## src/rtl/cell_link_packet_arbiter.sv

```systemverilog
// Packet-aware round-robin arbiter: two first-word-fallthrough AXI-stream sources share one output stream.
// Grants change only at packet boundaries, and a stall watchdog frees a grant held by a source that has died.
module cell_link_packet_arbiter #(
    parameter int DATA_WIDTH    = 32,
    parameter int STALL_TIMEOUT = 255,
    parameter int CNT_WIDTH     = 16
) (
    input  logic                  ACLK,
    input  logic                  ARESETN,
    input  logic                  S00_AXIS_TVALID,
    output logic                  S00_AXIS_TREADY,
    input  logic [DATA_WIDTH-1:0] S00_AXIS_TDATA,
    input  logic                  S00_AXIS_TLAST,
    input  logic                  S01_AXIS_TVALID,
    output logic                  S01_AXIS_TREADY,
    input  logic [DATA_WIDTH-1:0] S01_AXIS_TDATA,
    input  logic                  S01_AXIS_TLAST,
    input  logic                  S00_ARB_REQ_SUPPRESS,
    input  logic                  S01_ARB_REQ_SUPPRESS,
    output logic                  M00_AXIS_TVALID,
    input  logic                  M00_AXIS_TREADY,
    output logic [DATA_WIDTH-1:0] M00_AXIS_TDATA,
    output logic                  M00_AXIS_TLAST,
    output logic [1:0]            grant,
    output logic [CNT_WIDTH-1:0]  pkt_count0,
    output logic [CNT_WIDTH-1:0]  pkt_count1,
    output logic                  stall_err,
    input  logic                  clear
);

    localparam int SCW = $clog2(STALL_TIMEOUT + 1);

    typedef enum logic {IDLE = 1'b0, BUSY = 1'b1} state_t;

    state_t               state_q, state_d;
    logic [1:0]           grant_q, grant_d;
    logic                 rr_ptr_q, rr_ptr_d;
    logic [SCW-1:0]       stall_cnt_q, stall_cnt_d;
    logic [CNT_WIDTH-1:0] pkt_count0_q, pkt_count0_d;
    logic [CNT_WIDTH-1:0] pkt_count1_q, pkt_count1_d;
    logic                 stall_err_q, stall_err_d;

    logic elig0, elig1;
    logic pkt_end, stall_hit;

    assign elig0 = S00_AXIS_TVALID & ~S00_ARB_REQ_SUPPRESS;
    assign elig1 = S01_AXIS_TVALID & ~S01_ARB_REQ_SUPPRESS;

    assign pkt_end   = M00_AXIS_TVALID & M00_AXIS_TREADY & M00_AXIS_TLAST;
    // Only an absent word counts toward the watchdog; downstream backpressure never does.
    assign stall_hit = (state_q == BUSY) & ~M00_AXIS_TVALID
                     & (stall_cnt_q == SCW'(STALL_TIMEOUT - 1));

    assign grant      = grant_q;
    assign pkt_count0 = pkt_count0_q;
    assign pkt_count1 = pkt_count1_q;
    assign stall_err  = stall_err_q;

    always_ff @(posedge ACLK or negedge ARESETN) begin
        if (!ARESETN) begin
            state_q     <= IDLE;
            grant_q     <= 2'b00;
            rr_ptr_q    <= 1'b0;
            stall_cnt_q <= '0;
        end else begin
            state_q     <= state_d;
            grant_q     <= grant_d;
            rr_ptr_q    <= rr_ptr_d;
            stall_cnt_q <= stall_cnt_d;
        end
    end

    always_comb begin
        state_d     = state_q;
        grant_d     = grant_q;
        rr_ptr_d    = rr_ptr_q;
        stall_cnt_d = '0;
        case (state_q)
            IDLE: begin
                if (elig0 && (!elig1 || !rr_ptr_q)) begin
                    state_d = BUSY;
                    grant_d = 2'b01;
                end else if (elig1) begin
                    state_d = BUSY;
                    grant_d = 2'b10;
                end
            end
            BUSY: begin
                if (pkt_end || stall_hit) begin
                    state_d  = IDLE;
                    grant_d  = 2'b00;
                    rr_ptr_d = grant_q[0];
                end else if (!M00_AXIS_TVALID) begin
                    stall_cnt_d = stall_cnt_q + SCW'(1);
                end
            end
            default: begin
                state_d = IDLE;
                grant_d = 2'b00;
            end
        endcase
    end

    // Datapath is a pure mux of the granted source; idle output is forced to zero.
    always_comb begin
        M00_AXIS_TVALID = 1'b0;
        M00_AXIS_TDATA  = '0;
        M00_AXIS_TLAST  = 1'b0;
        S00_AXIS_TREADY = 1'b0;
        S01_AXIS_TREADY = 1'b0;
        if (grant_q[0]) begin
            M00_AXIS_TVALID = S00_AXIS_TVALID;
            M00_AXIS_TDATA  = S00_AXIS_TDATA;
            M00_AXIS_TLAST  = S00_AXIS_TLAST;
            S00_AXIS_TREADY = M00_AXIS_TREADY;
        end else if (grant_q[1]) begin
            M00_AXIS_TVALID = S01_AXIS_TVALID;
            M00_AXIS_TDATA  = S01_AXIS_TDATA;
            M00_AXIS_TLAST  = S01_AXIS_TLAST;
            S01_AXIS_TREADY = M00_AXIS_TREADY;
        end
    end

    always_comb begin
        pkt_count0_d = pkt_count0_q;
        pkt_count1_d = pkt_count1_q;
        stall_err_d  = stall_err_q;
        if (clear) begin
            pkt_count0_d = '0;
            pkt_count1_d = '0;
            stall_err_d  = 1'b0;
        end else begin
            if (pkt_end && grant_q[0]) pkt_count0_d = pkt_count0_q + CNT_WIDTH'(1);
            if (pkt_end && grant_q[1]) pkt_count1_d = pkt_count1_q + CNT_WIDTH'(1);
            if (stall_hit)             stall_err_d  = 1'b1;
        end
    end

    always_ff @(posedge ACLK or negedge ARESETN) begin
        if (!ARESETN) begin
            pkt_count0_q <= '0;
            pkt_count1_q <= '0;
            stall_err_q  <= 1'b0;
        end else begin
            pkt_count0_q <= pkt_count0_d;
            pkt_count1_q <= pkt_count1_d;
            stall_err_q  <= stall_err_d;
        end
    end

endmodule

```

## config.mk

```make
export PLATFORM = sky130hd
export DESIGN_NAME = cell_link_packet_arbiter
export DESIGN_NICKNAME = d
export VERILOG_FILES = /design/src/rtl/cell_link_packet_arbiter.sv
export SDC_FILE = /design/constraint.sdc
export NUM_CORES = 1
export LEC_CHECK = 0
export ABC_AREA = 0
export CAP_MARGIN = 0
export CORE_UTILIZATION = 36
export DETAILED_ROUTE_END_ITERATION = 16
export MAX_ROUTING_LAYER = met4
export PLACE_DENSITY = 0.87
export SLEW_MARGIN = 25
export SYNTH_ARGS = -nofsm -noshare
export SYNTH_HDL_FRONTEND = slang
export SYNTH_SLANG_ARGS = --single-unit
```

## constraint.sdc

```tcl
create_clock -name ACLK -period 1.85 [get_ports ACLK]
set_input_delay 0.555 -clock ACLK [delete_from_list [all_inputs] [get_ports ACLK]]
set_output_delay 0.555 -clock ACLK [all_outputs]
set_load 0.01 [all_outputs]
```

==> flow_metrics.py <==
metrics = {
    "place": {
        "portBuffers": 144,
        "hpwl_um": 7400,
        "placed_cells": 547,
        "routabilityCongestion": 0.869,
    },
    "drt": {
        "drc": 0,
        "drt_wl_total_um": 11200,
        "viasPerCell": 5.46,
        "vias": 3297,
        "antenna_left": 0,
        "first_iter_violations": 84,
        "dr.pass1.iters": 4,
        "wl_per_cell_um": 18.5,
    },
    "synthesis": {
        "async_reset_ff_share_pct": 100,
        "synth-seq-cells": 45,
        "synth_area_leaders": "dfrtp_1 (41%), a22o_1 (10%), a21oi_1 (3.8%)",
        "synth_edf_count": 0,
        "synth_cells": 291,
        "yosysTopAreaCellShare_pct": 40.5,
        "yosysTopAreaCell": "dfrtp_1",
        "ys_warn_count": 0,
        "synth_top_flop_cell": "dfrtp_1",
        "seq_area_frac_synth_pct": 40.5,
        "synth.distinct_cells": 51,
        "avgSynthCellArea_um2": 9.55,
        "synth.net_count": 369,
        "synthesis.area_mm2": 0.00278,
    },
    "clock_tree": {
        "numClockSinks": 45,
        "numCtsBuffers": 5,
        "htreeDepth": 2,
        "clk_latency_ns": 0.30,
        "cts_root_buffer": "clkbuf_8",
        "postCtsHoldBufs": 0,
        "cts_tree": "built",
        "clk_pin_slew_ns": 0.09,
        "clockBufferDepth": 2,
    },
    "sta": {
        "setup_slack_ns": -0.324,
        "tns_ns": -13.03,
        "rsz0062_at_grt": "yes",
        "fin_crit_ns": 2.17,
        "worst_pin_slew_ns": 0.408,
        "hold_violations": 0,
        "slew_viol_final": 0,
        "slew_headroom_pct": 72.7,
        "fmax_ghz": 0.460,
        "clock_skew_ns": 0.0109,
        "finalCritPeriodShare_pct": 117,
        "finalSetupViolations": 62,
    },
    "setup_path": {
        "crit_arrival_ns": 1.62,
        "start_kind": "register",
        "path_max_fanout": 8,
        "r2r_end": "pkt_count1[5]",
        "worst-path-buf-inv": 5,
        "critPathTopFamily": "buffers and inverters",
        "worstPathRequired_ns": 1.29,
        "path_depth": 7,
        "endpoint_kind": "output port",
        "crit_path_end": "M00_AXIS_TDATA[24]",
        "criticalPathCategory": "reg2out",
        "path_cells": "buf_4 > nor2b_4 > buf_6 > buf_12 > buf_16 > a22o_1 > buf_2",
        "r2r_slack_ns": -0.31,
        "crit_path_top_delay_cell": "dfrtp_1",
        "cp-startpoint": "grant[0]",
        "r2r_cells": 7,
        "reg2reg_from": "grant[0]",
        "critical_path.max_stage_delay_ns": 0.41,
    },
    "finish": {
        "stdcell_count": 604,
        "syn_to_final_growth_pct": 85.7,
        "seqCellArea_mm2": 0.00113,
        "final_nets": 579,
        "layout.cells.most_common": "clkdlybuf4s50_1",
        "final_cell_mix": "clkdlybuf4s50_1 (93), buf_4 (51), dfrtp_1 (38), buf_2 (32), a22o_1 (31)",
        "multi_input_area_mm2": 0.00173,
        "drive_above_1_share_pct": 35.5,
        "fill_cells": 567,
    },
    "status": {
        "violations": "setup timing",
        "status": "complete, but fails checks",
    },
    "min_path": {
        "worstHoldPathType": "in2async",
    },
    "pwr": {
        "power.leakage_uw": 0.00239,
        "power_density_mw_per_mm2": 784,
        "ir_drop_mv": 0.375,
    },
    "floorplanning": {
        "ios": 145,
        "die_y_um": 89.8,
        "core_mm2": 0.00737,
        "die_area_mm2": 0.00807,
        "fp.dieW_um": 89.8,
        "initial_core_util_pct": 37.7,
        "rows": 31,
    },
    "grt": {
        "grt_overflow": 0,
        "grt_pass1_wl_um": 16400,
        "grt_pass1_vias": 3229,
        "grt_max_degree": 46,
        "grt_usage_pct": 26.6,
        "antenna_found_initial": 4,
    },
    "flow_run": {
        "cap_violations": 0,
    },
}
==> synth_stat cells (all sizes together) (8+ instances only) <==
| cell | number |
|---|---|
| a21oi | 21 |
| a22o | 32 |
| clkbuf | 8 |
| dfrtp | 45 |
| inv | 10 |
| nand2 | 18 |
| nand3 | 12 |
| nand4 | 13 |
| nor2 | 23 |
| o21ai | 8 |
| o31ai | 9 |
| or3 | 8 |
| xor2 | 10 |
==> worst min-delay path by stage <==
stage	from	endpoint	slack [ns]	cells after the start
after global placement	rr_ptr_q	rr_ptr_q	0.51	1
after floorplan	ARESETN	grant[0]	0.26	0
after CTS	ARESETN	pkt_count0[1]	0.23	2
after detailed placement	stall_err	stall_err	0.52	2
final	ARESETN	pkt_count0[10]	0.22	2
after global routing	ARESETN	pkt_count0[14]	0.23	2
==> metal layers <==
metal	GRT usage (%)	vias to the layer above	part of all wire (%)
li1	-	1527	-
met4	16.9	0	4.9
met5	-	-	0
met3	5.16	28	5.5
met1	26.7	1591	37
met2	47.2	151	53
==> what timing repair did <==
action / 4_1_cts / 5_1_grt
buffers inserted: 24 / 22
gates resized for setup: 196 / 38
endpoints found under the hold margin: 0 / 0
pin swaps: 32 / 18
gates cloned: 3 / 1
setup endpoints to repair: 86 / 80
==> logic make-up (layout without fill, tap and decap cells) <==
| family | after synthesis | after routing | share of synthesized area [%] |
|---|---|---|---|
| XOR/XNOR | 14 | 14 | 4.41 |
| AO/OA/AOI/OAI | 84 | 85 | 22.7 |
| flip-flops | 45 | 45 | 40.5 |
| adder cells (fa/ha/maj) | 4 | 4 | 1.80 |
| multiplexers | 5 | 5 | 1.94 |
| AND/OR/NAND/NOR | 113 | 113 | 24.0 |
| buffers and inverters | 26 | 235 | 4.68 |
| other | 0 | 4 | 0 |
==> stage by stage <==
step                      setup WS [ns]  power [uW]  instance area [um2]  hold slack (ns)  utilization [%]
final                            -0.324        4050                 5160            0.220             70.0
after global routing             -0.364        4230                 5160            0.231             70.0
after CTS                        -0.281        3900                 4840            0.233             65.7
after detailed placement         -0.726        2980                 4530            0.523             61.4
after global placement           -0.703        2940                 4530            0.509             61.4
after floorplan               -0.000967        1960                 2810            0.259                -
==> power by group <==
part / leakage, uW / total [uW] / switching [uW] / internal (uW)
registers: 0.000604 / 1150 / 88.5 / 1060
clock network: 0.0000540 / 743 / 349 / 394
logic: 0.00173 / 2160 / 954 / 1200
total: 0.00239 / 4050 / 1390 / 2660
==> final cells by class <==
class	count	area share (%)
Timing Repair Buffer	218	39.2
Multi-Input combinational cell	221	33.5
Sequential cell	45	22.0
Tap cell	99	2.40
Clock buffer	5	1.33
Inverter	10	0.728
Clock inverter	2	0.679
Antenna cell	4	0.194
==> state kept, by name, summed over array words and instances, names as in the netlist <==
signal       cells
grant            2
pkt_count0      16
pkt_count1      16
rr_ptr_q         1
stall_cnt_q      8
stall_err        1
state_q          1
(Power assumes the default switching activity.)
